**config.mk**
```make
export PLATFORM = sky130hd
export DESIGN_NAME = magia_tile_stdio_mon
export DESIGN_NICKNAME = d
export VERILOG_FILES = /design/src/rtl/magia_tile_stdio_mon.sv
export SDC_FILE = /design/constraint.sdc
export NUM_CORES = 1
export LEC_CHECK = 0
export CAP_MARGIN = 0
export CORE_MARGIN = 4
export CORE_UTILIZATION = 55
export CTS_CLUSTER_SIZE = 30
export DETAILED_ROUTE_END_ITERATION = 16
export HOLD_SLACK_MARGIN = 0.06
export PLACE_DENSITY = 0.77
export SLEW_MARGIN = 20
export SYNTH_ARGS = -nofsm -noshare
export SYNTH_HDL_FRONTEND = slang
export SYNTH_SLANG_ARGS = --single-unit
```
**constraint.sdc**
```tcl
create_clock -name clk_i -period 9.6 [get_ports clk_i]
set_input_delay 0.96 -clock clk_i [delete_from_list [all_inputs] [get_ports clk_i]]
set_output_delay 0.96 -clock clk_i [all_outputs]
set_load 0.01 [all_outputs]
```
**src/rtl/magia_tile_stdio_mon.sv**
```systemverilog
// Passive AXI4 write-channel snooper: pairs AW descriptors with W beats, turns
// stdout writes into a buffered character stream and the first stderr write into an exit code.
module magia_tile_stdio_mon #(
  parameter int unsigned          AddrWidth      = 32,
  parameter int unsigned          DataWidth      = 32,
  parameter int unsigned          MaxOutstanding = 8,
  parameter int unsigned          CharFifoDepth  = 16,
  parameter logic [AddrWidth-1:0] StdoutAddr     = 32'hFFFF0004,
  parameter logic [AddrWidth-1:0] StderrAddr     = 32'hFFFF0000
) (
  input  logic                              clk_i,
  input  logic                              rst_ni,
  input  logic                              aw_valid_i,
  input  logic                              aw_ready_i,
  input  logic [AddrWidth-1:0]              aw_addr_i,
  input  logic [7:0]                        aw_len_i,
  input  logic                              w_valid_i,
  input  logic                              w_ready_i,
  input  logic [DataWidth-1:0]              w_data_i,
  input  logic [DataWidth/8-1:0]            w_strb_i,
  input  logic                              w_last_i,
  output logic                              char_valid_o,
  output logic [7:0]                        char_o,
  input  logic                              char_ready_i,
  output logic                              eoc_o,
  output logic [31:0]                       exit_code_o,
  output logic                              err_o,
  output logic [15:0]                       dropped_o,
  output logic [$clog2(MaxOutstanding):0]   outstanding_o
);

  localparam int unsigned DPW = $clog2(MaxOutstanding);
  localparam int unsigned DCW = DPW + 1;
  localparam int unsigned CPW = $clog2(CharFifoDepth);
  localparam int unsigned CCW = CPW + 1;

  typedef enum logic [1:0] {CLS_OTHER = 2'd0, CLS_STDOUT = 2'd1, CLS_STDERR = 2'd2} cls_e;
  typedef struct packed {
    cls_e       cls;
    logic [7:0] len;
  } desc_t;
  typedef enum logic {ST_RUN = 1'b0, ST_ERROR = 1'b1} state_e;

  state_e         state_q, state_d;
  desc_t          desc_mem_q [MaxOutstanding];
  desc_t          desc_mem_d [MaxOutstanding];
  logic [DPW-1:0] desc_wr_q, desc_wr_d, desc_rd_q, desc_rd_d;
  logic [DCW-1:0] desc_cnt_q, desc_cnt_d;
  logic [7:0]     beat_cnt_q, beat_cnt_d;
  logic [7:0]     char_mem_q [CharFifoDepth];
  logic [7:0]     char_mem_d [CharFifoDepth];
  logic [CPW-1:0] char_wr_q, char_wr_d, char_rd_q, char_rd_d;
  logic [CCW-1:0] char_cnt_q, char_cnt_d;
  logic           eoc_q, eoc_d;
  logic [31:0]    exit_q, exit_d;
  logic [15:0]    dropped_q, dropped_d;

  logic  aw_hs, w_hs, desc_empty, desc_full, bypass, have_desc, w_pop;
  logic  err_now, beat_ok, push_desc, pop_desc;
  logic  char_push, char_pop, char_full, char_wr, char_drop;
  desc_t new_desc, head_desc;

  // Error detection: any error freezes all decoding in that same cycle.
  always_comb begin
    aw_hs        = aw_valid_i & aw_ready_i;
    w_hs         = w_valid_i & w_ready_i;
    new_desc.len = aw_len_i;
    new_desc.cls = CLS_OTHER;
    if (aw_addr_i == StdoutAddr) new_desc.cls = CLS_STDOUT;
    else if (aw_addr_i == StderrAddr) new_desc.cls = CLS_STDERR;
    desc_empty = (desc_cnt_q == '0);
    desc_full  = (desc_cnt_q == DCW'(MaxOutstanding));
    bypass     = desc_empty & aw_hs;
    head_desc  = bypass ? new_desc : desc_mem_q[desc_rd_q];
    have_desc  = ~desc_empty | aw_hs;
    w_pop      = w_hs & have_desc & w_last_i;
    err_now    = (state_q == ST_RUN) &
                 ((w_hs & ~have_desc) |
                  (w_hs & have_desc & ((beat_cnt_q == head_desc.len) != w_last_i)) |
                  (aw_hs & desc_full & ~w_pop));
    beat_ok    = (state_q == ST_RUN) & ~err_now & w_hs;
    push_desc  = (state_q == ST_RUN) & ~err_now & aw_hs & ~(bypass & w_pop);
    pop_desc   = (state_q == ST_RUN) & ~err_now & w_pop & ~bypass;
  end

  always_comb begin
    state_d = state_q;
    if (state_q == ST_RUN && err_now) state_d = ST_ERROR;
  end

  always_comb begin
    desc_mem_d = desc_mem_q;
    desc_wr_d  = desc_wr_q;
    desc_rd_d  = desc_rd_q;
    if (push_desc) begin
      desc_mem_d[desc_wr_q] = new_desc;
      desc_wr_d             = desc_wr_q + DPW'(1);
    end
    if (pop_desc) desc_rd_d = desc_rd_q + DPW'(1);
    desc_cnt_d = desc_cnt_q + DCW'(push_desc) - DCW'(pop_desc);

    beat_cnt_d = beat_cnt_q;
    if (beat_ok) beat_cnt_d = w_last_i ? 8'd0 : beat_cnt_q + 8'd1;

    eoc_d  = eoc_q;
    exit_d = exit_q;
    if (beat_ok && head_desc.cls == CLS_STDERR && !eoc_q) begin
      eoc_d  = 1'b1;
      exit_d = w_data_i[31:0];
    end
  end

  // Character FIFO keeps draining even after an error.
  always_comb begin
    char_push  = beat_ok & (head_desc.cls == CLS_STDOUT) & w_strb_i[0];
    char_pop   = (char_cnt_q != '0) & char_ready_i;
    char_full  = (char_cnt_q == CCW'(CharFifoDepth));
    char_wr    = char_push & (~char_full | char_pop);
    char_drop  = char_push & char_full & ~char_pop;
    char_mem_d = char_mem_q;
    char_wr_d  = char_wr_q;
    char_rd_d  = char_rd_q;
    if (char_wr) begin
      char_mem_d[char_wr_q] = w_data_i[7:0];
      char_wr_d             = char_wr_q + CPW'(1);
    end
    if (char_pop) char_rd_d = char_rd_q + CPW'(1);
    char_cnt_d = char_cnt_q + CCW'(char_wr) - CCW'(char_pop);
    dropped_d  = dropped_q;
    if (char_drop && dropped_q != 16'hFFFF) dropped_d = dropped_q + 16'd1;
  end

  always_ff @(posedge clk_i or negedge rst_ni) begin
    if (!rst_ni) begin
      state_q    <= ST_RUN;
      desc_mem_q <= '{default: '0};
      desc_wr_q  <= '0;
      desc_rd_q  <= '0;
      desc_cnt_q <= '0;
      beat_cnt_q <= '0;
      char_mem_q <= '{default: '0};
      char_wr_q  <= '0;
      char_rd_q  <= '0;
      char_cnt_q <= '0;
      eoc_q      <= 1'b0;
      exit_q     <= '0;
      dropped_q  <= '0;
    end else begin
      state_q    <= state_d;
      desc_mem_q <= desc_mem_d;
      desc_wr_q  <= desc_wr_d;
      desc_rd_q  <= desc_rd_d;
      desc_cnt_q <= desc_cnt_d;
      beat_cnt_q <= beat_cnt_d;
      char_mem_q <= char_mem_d;
      char_wr_q  <= char_wr_d;
      char_rd_q  <= char_rd_d;
      char_cnt_q <= char_cnt_d;
      eoc_q      <= eoc_d;
      exit_q     <= exit_d;
      dropped_q  <= dropped_d;
    end
  end

  always_comb begin
    err_o         = (state_q == ST_ERROR);
    char_valid_o  = (char_cnt_q != '0);
    char_o        = char_valid_o ? char_mem_q[char_rd_q] : 8'h00;
    eoc_o         = eoc_q;
    exit_code_o   = exit_q;
    dropped_o     = dropped_q;
    outstanding_o = desc_cnt_q;
  end

endmodule
```
==> results of run 1 <==
-- cells by family (layout without fill, tap and decap cells) --
logic type                 count (synthesis)  count (layout)  share of synthesized area
AOI/OAI and AO/OA                        179             179                     0.1239
xor gates and xnor gates                  44              44                    0.02646
adders and majority gates                 23              23                    0.02079
buffers and inverters                     95             235                    0.03445
DFF                                      289             289                     0.4966
muxes                                    253             253                     0.2283
other                                      0               1                          0
and+or+nand+nor                          175             175                    0.06959
-- through the flow --
step	total power, W	worst slack, ps	instances	hold slack [ps]
5_1_grt	0.003593	4324	1534	491.5
3_5_place_dp	0.002058	4137	1477	473.3
6_report	0.003429	4605	1534	439.2
4_1_cts	0.003458	4625	1533	458.1
3_3_place_gp	0.002035	4212	1476	467.5
2_1_floorplan	0.001852	5327	1058	450.9
-- synth_stat cells (4+ instances only) --
cell type and count:
dfrtp_1 289, o2111ai_1 4, nor3_1 10, and3_1 7, mux2_1 15, clkbuf_1 35, inv_1 23, a32o_1 65
buf_2 7, a21oi_4 6, or3_1 4, nand2_1 27, xor2_1 20, ha_1 21, mux4_2 46, buf_4 10
mux2i_1 34, or2_2 4, mux2_2 158, buf_6 8, o21ai_0 12, nor2_1 20, a22o_1 8, a211oi_2 4
xnor2_1 24, nor4_1 5, a21oi_1 17, o21ai_4 8, o2bb2ai_1 10, nand3_1 15, nor3b_1 4, o2111ai_4 4
buf_1 9, and2_1 11, nor2b_1 24, nand4_1 23
-- layout by cell type, fill, tap and decap left out, types with 23 or more instances in the layout --
cell and n:
clkbuf_16 31, xnor2_1 24, nor2b_1 23, nand2_1 27
nand4_1 23, clkdlybuf4s50_1 142, mux4_2 46, inv_1 23
a32o_1 65, mux2i_1 33, mux2_2 158, dfrtp_1 287
-- area by class of cell --
cell class | instances | area [um2] | area share
inverters | 23 | 86.33 | 0.004974
diodes | 1 | 2.502 | 0.0001442
multi-input cells | 674 | 6848 | 0.3945
clock inverters | 15 | 330.3 | 0.01903
repair buffers | 156 | 1554 | 0.08953
well taps | 335 | 419.2 | 0.02415
flip-flops and latches | 289 | 7234 | 0.4168
clock buffers | 41 | 883.3 | 0.05089
-- power by group through the flow --
stage / Sequential, W / Combinational, W / Clock [W]
floorplan: 0.00137 / 0.000482 / 0
global placement: 0.00143 / 0.000604 / 0
detailed placement: 0.00144 / 0.000623 / 0
CTS: 0.00141 / 0.000627 / 0.00142
global route: 0.00143 / 0.000688 / 0.00148
finish: 0.00141 / 0.000622 / 0.00139
-- path summary, 6_finish.rpt --
check | start | end | slack (ps) | cells after the start
setup / recovery | desc_rd_q[0] | outstanding_o[2] | 4610 | 12
hold / removal | rst_ni | desc_mem_q[56] | 440 | 1
setup reg to reg | desc_rd_q[0] | outstanding_o[2] | 4610 | 12
hold reg to reg | desc_mem_q[38] | desc_mem_q[38] | 490 | 1
max in group asynchronous | rst_ni | desc_mem_q[59] | 6910 | 3
min in group clk_i | desc_mem_q[38] | desc_mem_q[38] | 490 | 1
-- per-layer routing --
layer  global-route usage  part of all wire  vias up
li1                     -                 -     4272
met1               0.3343              0.44     4947
met2               0.3743              0.49      243
met3              0.04020             0.055       46
met4              0.05382             0.020        0
met5                    0                 0        -
-- registers in the layout, summed over array words and instances, names as in the netlist --
register	flops
char_cnt_q	5
desc_rd_q	3
eoc_o	1
char_mem_q	128
dropped_o	16
exit_code_o	32
char_rd_q	4
outstanding_o	4
desc_wr_q	3
desc_mem_q	80
err_o	1
char_wr_q	4
beat_cnt_q	8
-- critical path, stage by stage (launching register included) --
cell,delay (ps)
dfrtp_2,1070
mux4_2,640
xnor2_1,140
a211oi_1,380
a31oi_2,320
o311ai_4,930
o21ba_2,240
inv_1,70
ha_1,280
inv_1,40
ha_1,190
fa_1,380
xor2_1,170
==> metrics.cfg, run 1 <==
[outcome]
status=completed

[finish]
nFillCells=1880
stdcell_area_um2=17360
final_util=0.6661
final_nets=1281
drive_above_1_share=0.2746
areaGrowthSynthToFinish_pct=19.18

[logic_synthesis]
ys_types=78
syn_nets=1165
post-synth-top-area-cell=dfrtp_1
synth-seq-area-share=0.4966
syn_area_um2=14560
synth_top_flop_cell=dfrtp_1
synth_edf_count=0
synth_warnings=0
synth_top_area_frac=0.4966
synth_seq_cells=289
netlist_instances=1058
synthArstFlopShare=1.000
syn_avg_cell_area_um2=13.77
synth.area.top_cells=dfrtp_1 50%, mux2_2 12%, mux4_2 7.1%

[pwr]
leakagePower_nw=7.644
comb_power_share=0.181
p_sw_w=0.0009289
clock_power_share=0.406
vdd_drop_max_uv=139.9
power_density_nw_per_um2=197.6
p_sw_frac=0.2708
seq_power_share=0.412
intPower_w=0.002501

[detailed_routing]
first_pass_iters=5
via_count=9508
ant_nets=0
vias_per_cell=6.198
wl_per_cell_um=21.65
totalWireLength_um=33210
drt_iter0_markers=835
drc_errors=0

[timing]
maxSlewViolCount=0
tns_ps=0
skew_ps=15.05
period_needed_ps=4995
finalHoldViolCount=0
post-route-period-util=0.5203
slew_headroom=0.2818
fmax_ghz=0.2002
final-setup-viol-count=0
worst_pin_slew_ps=1077
rsz0062_at_grt=no

[global_route]
grt_pass1_wl_um=54110
gr-total-overflow=0
antenna_found_initial=1
grt_pass1_vias=9752
grt_usage=0.2321
grt_max_degree=101

[clock_tree]
cts-root-buf=clkbuf_16
cts.hold.buffers_added=0
postCtsSetupRepairBufs=0
tritoncts=yes
clkSlewWorstSetupHoldPaths_ps=70
htreeDepth=1
clock_latency_ps=550
ctsResizeCount=0
cts_buffers=30
clk_path_buf_depth=3
cts.sinks=289

[setup_path]
crit_arrival_ps=5430
start_kind=register
cp-end-kind=register
cp_max_fo=32
path_class=reg -> reg
crit_required_ps=10030

[placed_design]
io_buffers=143
dpl.hpwl_um=21990
post_dp_cell_area_um2=16140
gp_congestion=0.8312

[floorplanning]
rows=59
initial_core_util=0.5589
core-area_um2=26060
die-height_um=170.7
dieArea_um2=29150
ioPinCount=147
die_x_um=170.7

[hold_path]
hp-class=in -> async

[run]
drv_cap=0

(Power assumes the default switching activity.)
==> run 2: changes to the inputs <==
--- a/config.mk
+++ b/config.mk
@@ -7,7 +7,7 @@
 export LEC_CHECK = 0
 export CAP_MARGIN = 0
 export CORE_MARGIN = 4
-export CORE_UTILIZATION = 55
+export CORE_UTILIZATION = 52
 export CTS_CLUSTER_SIZE = 30
 export DETAILED_ROUTE_END_ITERATION = 16
 export HOLD_SLACK_MARGIN = 0.06
==> constraint.sdc (replaced) <==
create_clock -name clk_i -period 4.25 [get_ports clk_i]
set_input_delay 0.425 -clock clk_i [delete_from_list [all_inputs] [get_ports clk_i]]
set_output_delay 0.425 -clock clk_i [all_outputs]
set_load 0.01 [all_outputs]
==> run 2 against run 1 <==
Core utilization decreased by 2.5 points. Combinational power increased by 130%. Critical path type unchanged. Fmax increased by 27%. Highest routed layer unchanged.
==> metrics.cfg, run 2 (synthesis results as in run 1) <==
[detailed_routing]
drc_errors=0  ; unchanged
ant_nets=0  ; unchanged
vias_per_cell=6.028  ; -2.7%
via_count=9681  ; +1.8%
first_pass_iters=7  ; +2
wl_per_cell_um=21.34  ; -1.4%
totalWireLength_um=34280  ; +3.2%
drt_iter0_markers=813  ; -2.6%

[setup_path]
critPathMaxStageDelay_ps=550  ; -520 ps
ff2ff_path_depth=16  ; +4
r2r_slack_ps=320  ; -4280 ps
timing.rr.start=desc_rd_q[0]
crit_required_ps=4730  ; -5300 ps
cp-end-kind=register
cp_cell_sequence=buf_4, mux2i_1, a22o_1, o21ai_0, nand4_1, o31a_4, nor3_4, o2111ai_1, ha_1, inv_1, ha_1, fa_1, a21oi_1, nor2_1, nor2_1, xnor2_1
reg2reg_to=char_cnt_q[4]
start_kind=register
cp_max_fo=9  ; -72%
path_class=reg -> reg
cp.buffers_inverters=2  ; unchanged
cp_slowest_cell=dfrtp_2
cp_top_family=compound AO/OA/AOI/OAI gates
crit_arrival_ps=4410  ; -1020 ps

[pwr]
comb_power_share=0.195  ; +0.014
finalPower_w=0.007240  ; +110%
leakagePower_nw=7.719  ; +0.98%
p_sw_w=0.002127  ; +130%
power_density_nw_per_um2=414.4  ; +110%
clock_power_share=0.357  ; -0.049
vdd_drop_max_uv=358.2  ; +160%
seq_power_share=0.448  ; +0.036
intPower_w=0.005113  ; +100%
p_sw_frac=0.2938  ; +0.02292

[timing]
tns_ps=0  ; unchanged
skew_ps=9.859  ; -5.191 ps
slew_headroom=0.3787  ; +0.09692
worst_pin_slew_ps=932.0  ; -145.4 ps
rsz0062_at_grt=no
final-setup-viol-count=0  ; unchanged
maxSlewViolCount=0  ; unchanged
post-route-period-util=0.9238  ; +0.4035
finalHoldViolCount=0  ; unchanged
fmax_ghz=0.2547  ; +27%
period_needed_ps=3926  ; -1069 ps

[clock_tree]
cts_buffers=31  ; +3.3%
postCtsSetupRepairBufs=0  ; unchanged
tritoncts=yes
cts-root-buf=clkbuf_16
clkSlewWorstSetupHoldPaths_ps=60  ; about the same
clock_latency_ps=570  ; +20 ps
cts.sinks=289  ; unchanged
htreeDepth=1  ; unchanged
clk_path_buf_depth=3  ; unchanged

[placed_design]
gp_congestion=0.8448  ; +1.6%
io_buffers=143  ; unchanged
dpl.hpwl_um=23350  ; +6.2%
dp_cells=1547  ; +4.7%

[finish]
final_nets=1317  ; +2.8%
mostFrequentLayoutCell=dfrtp_1
areaGrowthSynthToFinish_pct=19.97
drive_above_1_share=0.2909  ; +0.01630
nFillCells=2005  ; +6.6%
top_register=char_mem_q
final_cell_mix=286 x dfrtp_1, 158 x mux2_2, 142 x clkdlybuf4s50_1
final_util=0.6411  ; -0.02497
largest_reg_flops=128  ; unchanged
finalNonFillerCells=1606  ; +4.7%
diodes=0  ; -1

[global_route]
grt_pass1_wl_um=55290  ; +2.2%
grt_max_degree=116  ; +15%
grt_pass1_vias=10034  ; +2.9%
antenna_found_initial=0  ; -1
grt_usage=0.2219  ; -0.01018
gr-total-overflow=0  ; unchanged

[floorplanning]
initial_core_util=0.5344  ; -0.02445
dieArea_um2=30750  ; +5.5%
ioPinCount=147  ; unchanged
rows=60  ; +1.7%
die_x_um=175.4  ; +2.7%
die-height_um=175.4  ; +2.7%
core-area_um2=27250  ; +4.6%

[run]
drv_cap=0  ; unchanged

[hold_path]
hp-class=in -> reg
min_from=w_data_i[22]
holdPathStages=2
min_to=exit_code_o[22]

[outcome]
status=completed

-- run 2: timing repair --
| item | CTS | global route |
|---|---|---|
| setup endpoints to repair | 0 | 1 |
| hold buffers | 1 | 0 |
| resized for setup | 0 | 1 |
| endpoints found under the hold margin | 110 | 0 |
-- run 2: worst max-delay path by stage --
stage                              from             to  depth (start not counted)
final                      desc_rd_q[0]  char_cnt_q[4]                         16
after global routing       desc_rd_q[0]  char_cnt_q[4]                         16
after CTS                  desc_rd_q[2]  char_cnt_q[4]                         15
after detailed placement  aw_addr_i[22]  char_cnt_q[4]                         16
after global placement    aw_addr_i[22]  char_cnt_q[4]                         16
after floorplan            desc_rd_q[2]  char_cnt_q[4]                         18
-- run 2: layout make-up --
cell class / instances / area [um2] / share of cell area
Sequential cell: 289 / 7236 / 0.4141
Multi-Input combinational cell: 674 / 6845 / 0.3918
Timing Repair Buffer: 191 / 1857 / 0.1063
Clock buffer: 47 / 915.9 / 0.05242
Tap cell: 372 / 465.4 / 0.02664
Inverter: 23 / 86.33 / 0.004941
Clock inverter: 10 / 66.31 / 0.003795
-- run 2: power by group through the flow --
| stage | combinational, W | sequential [W] | clock [W] |
|---|---|---|---|
| after floorplan | 0.00109 | 0.00310 | 0 |
| after global placement | 0.00138 | 0.00328 | 0 |
| after detailed placement | 0.00142 | 0.00329 | 0 |
| after CTS | 0.00142 | 0.00324 | 0.00264 |
| after global routing | 0.00155 | 0.00328 | 0.00275 |
| final | 0.00141 | 0.00324 | 0.00259 |
-- run 2: routing by layer --
layer  GRT usage  up-vias  share of wire
met2      0.3678      342           0.49
met3     0.04262       47          0.069
li1            -     4339              -
met5           0        -              0
met4     0.03993        0          0.015
met1      0.3120     4953           0.43
-- run 2: per-stage QoR --
step | area [um2] | hold WS (ps) | worst slack [ps]
after floorplan | 14560 | 129.4 | 370.8
after CTS | 17440 | 453.5 | 126.8
final | 17470 | 472.2 | 323.9
after detailed placement | 16450 | 477.5 | -50.85
after global routing | 17470 | 470.3 | 86.27
after global placement | 16450 | 468.6 | 29.54
-- run 2: worst register-to-register path: cells and delay by family (launching register included) --
family          cells  cell delay, ps
compound gates      5            1220
fa+ha+maj           3             910
simple gates        4             620
flops               1             550
buf+inv             2             320
xor+xnor            1             130
mux                 1             100
==> run 3: changes to the inputs <==
--- a/config.mk
+++ b/config.mk
@@ -6,12 +6,14 @@
 export NUM_CORES = 1
 export LEC_CHECK = 0
 export CAP_MARGIN = 0
+export CELL_PAD_IN_SITES_DETAIL_PLACEMENT = 0
+export CELL_PAD_IN_SITES_GLOBAL_PLACEMENT = 1
 export CORE_MARGIN = 4
-export CORE_UTILIZATION = 52
+export CORE_UTILIZATION = 43
 export CTS_CLUSTER_SIZE = 30
 export DETAILED_ROUTE_END_ITERATION = 16
 export HOLD_SLACK_MARGIN = 0.06
-export PLACE_DENSITY = 0.77
+export PLACE_DENSITY_LB_ADDON = 0.1
 export SLEW_MARGIN = 20
 export SYNTH_ARGS = -nofsm -noshare
 export SYNTH_HDL_FRONTEND = slang
==> run 3 against run 2 <==
Core utilization fell by 11 points. Clock skew rose by 9.1 ps. Sequential share of layout area fell by 0.52 points. Die area rose by 20%. Critical path depth fell by 3. Clock power rose by 18%. Routed wire length rose by 4.6%. Critical endpoint is now outstanding_o[2]. Largest power group unchanged. Highest routed layer unchanged.
==> metrics.cfg, run 3 (synthesis results as in run 1) <==
[placed_design]
io_buffers=143  ; unchanged
dpl.hpwl_um=24300  ; +4.1%
gp_congestion=0.7836  ; -7.2%
dp_slack_ps=139.6  ; +190.5 ps
dp_cells=1615  ; +4.4%

[clock_tree]
clk_path_buf_depth=3  ; unchanged
clkSlewWorstSetupHoldPaths_ps=60  ; about the same
cts-root-buf=clkbuf_16
htreeDepth=2  ; +1
postCtsSetupRepairBufs=0  ; unchanged
clock_latency_ps=520  ; -50 ps
cts_buffers=34  ; +9.7%
cts.sinks=289  ; unchanged
tritoncts=yes

[setup_path]
crit_arrival_ps=4330  ; -80 ps
timing.rr.start=desc_rd_q[2]
r2r_slack_ps=310  ; about the same
path_class=reg -> reg
ff2ff_path_depth=13  ; -3
crit_start=desc_rd_q[2]
endpoint=outstanding_o[2]
reg2reg_to=outstanding_o[2]
cp-end-kind=register
crit_required_ps=4650  ; -80 ps
start_kind=register
cp_max_fo=14  ; +5

[finish]
final_cell_mix=286 x dfrtp_1, 158 x mux2_2, 142 x clkdlybuf4s50_1
largest_reg_flops=128  ; unchanged
final_nets=1311  ; -0.46%
finalNonFillerCells=1676  ; +4.4%
mostFrequentLayoutCell=dfrtp_1
areaGrowthSynthToFinish_pct=21.49
top_register=char_mem_q
drive_above_1_share=0.2915  ; +0.0006071
nFillCells=2873  ; +43%
diodes=0  ; unchanged

[floorplanning]
die_x_um=192.0  ; +9.5%
dieArea_um2=36880  ; +20%
die-height_um=192.0  ; +9.5%
core-area_um2=33450  ; +23%
initial_core_util=0.4354  ; -0.09902
ioPinCount=147  ; unchanged
rows=67  ; +12%

[timing]
post-route-period-util=0.9261  ; +0.002346
period_needed_ps=3936  ; +9.972 ps
slew_headroom=0.3170  ; -0.06171
rsz0062_at_grt=no
fin_ws_ps=314.0  ; -9.972 ps
final-setup-viol-count=0  ; unchanged
fmax_ghz=0.2541  ; -0.25%
maxSlewViolCount=0  ; unchanged
tns_ps=0  ; unchanged
hold_ws_ps=481.3  ; +9.085 ps
worst_pin_slew_ps=1022  ; +90.47 ps
finalHoldViolCount=0  ; unchanged
skew_ps=18.96  ; +9.096 ps

[outcome]
status=completed

[pwr]
leakagePower_nw=7.772  ; +0.69%
power_density_nw_per_um2=435.4  ; +5.1%
vdd_drop_max_uv=277.4  ; -23%

[run]
drv_cap=0  ; unchanged

[global_route]
gr-total-overflow=0  ; unchanged
grt_max_degree=99  ; -15%
grt_usage=0.1992  ; -0.02277
grt_pass1_vias=10173  ; +1.4%
grt_pass1_wl_um=58050  ; +5.0%
antenna_found_initial=0  ; unchanged

[detailed_routing]
wl_per_cell_um=21.40  ; +0.24%
first_pass_iters=5  ; -2
vias_per_cell=5.668  ; -6.0%
drt_iter0_markers=579  ; -29%
totalWireLength_um=35860  ; +4.6%
ant_nets=0  ; unchanged
via_count=9499  ; -1.9%
drc_errors=0  ; unchanged

[hold_path]
hp-class=reg -> reg

run 3: cell type report:
cell class                 instances  area [um2]  area share
sequential                       289        7236      0.4090
inverter                          23       86.33    0.004879
tap                              448       560.5     0.03168
clock buffer                      45       983.4     0.05558
multi-input combinational        674        6845      0.3869
clock inverter                    15       200.2     0.01131
timing repair buffer             182        1782      0.1007
run 3: repair_timing:
action                                 CTS  global route
gates resized for setup                  0             1
endpoints found under the hold margin   94             0
hold buffers                             1             0
setup endpoints to repair                0             4
run 3: where the power goes:
group          leakage [nW]  switching, W  total (W)  internal [W]
Combinational          3.24      0.000749    0.00144      0.000687
Sequential             3.94      0.000280    0.00322       0.00294
Clock                 0.587       0.00117    0.00305       0.00188
run 3: routing by layer:
metal,share of wire,vias to the layer above,global-route usage
met1,0.46,4878,0.2846
met3,0.055,44,0.03708
met4,0.015,0,0.04004
met5,0,-,0
met2,0.47,248,0.3215
li1,-,4329,-
run 3: metrics by stage:
step             util  power [W]  area, um2
2_1_floorplan       -   0.004183      14560
3_3_place_gp   0.4932   0.004703      16500
3_5_place_dp   0.4932   0.004730      16500
4_1_cts        0.5289   0.007820      17690
5_1_grt        0.5290   0.008105      17690
6_report       0.5290   0.007703      17690
run 3: worst max-delay path, cell delays in order, from the launching register on:
cell      delay [ps]
dfrtp_2          550
nor2b_1          480
a22o_1           240
or3_1            100
nand4_1          220
o31a_4           470
o311ai_4         360
o21ba_2          180
inv_1            100
ha_1             290
inv_1             40
ha_1             200
fa_1             390
xor2_1           170
run 3: how the worst min path moves through the flow:
stage,start,to,slack (ps),cells past startpoint
after floorplan,rst_ni,beat_cnt_q[0],130,0
after global placement,char_mem_q[22],char_mem_q[22],470,1
after detailed placement,desc_mem_q[58],desc_mem_q[58],480,1
after CTS,desc_mem_q[58],desc_mem_q[58],490,1
after global routing,desc_mem_q[62],desc_mem_q[62],500,1
final,dropped_o[9],dropped_o[9],480,1
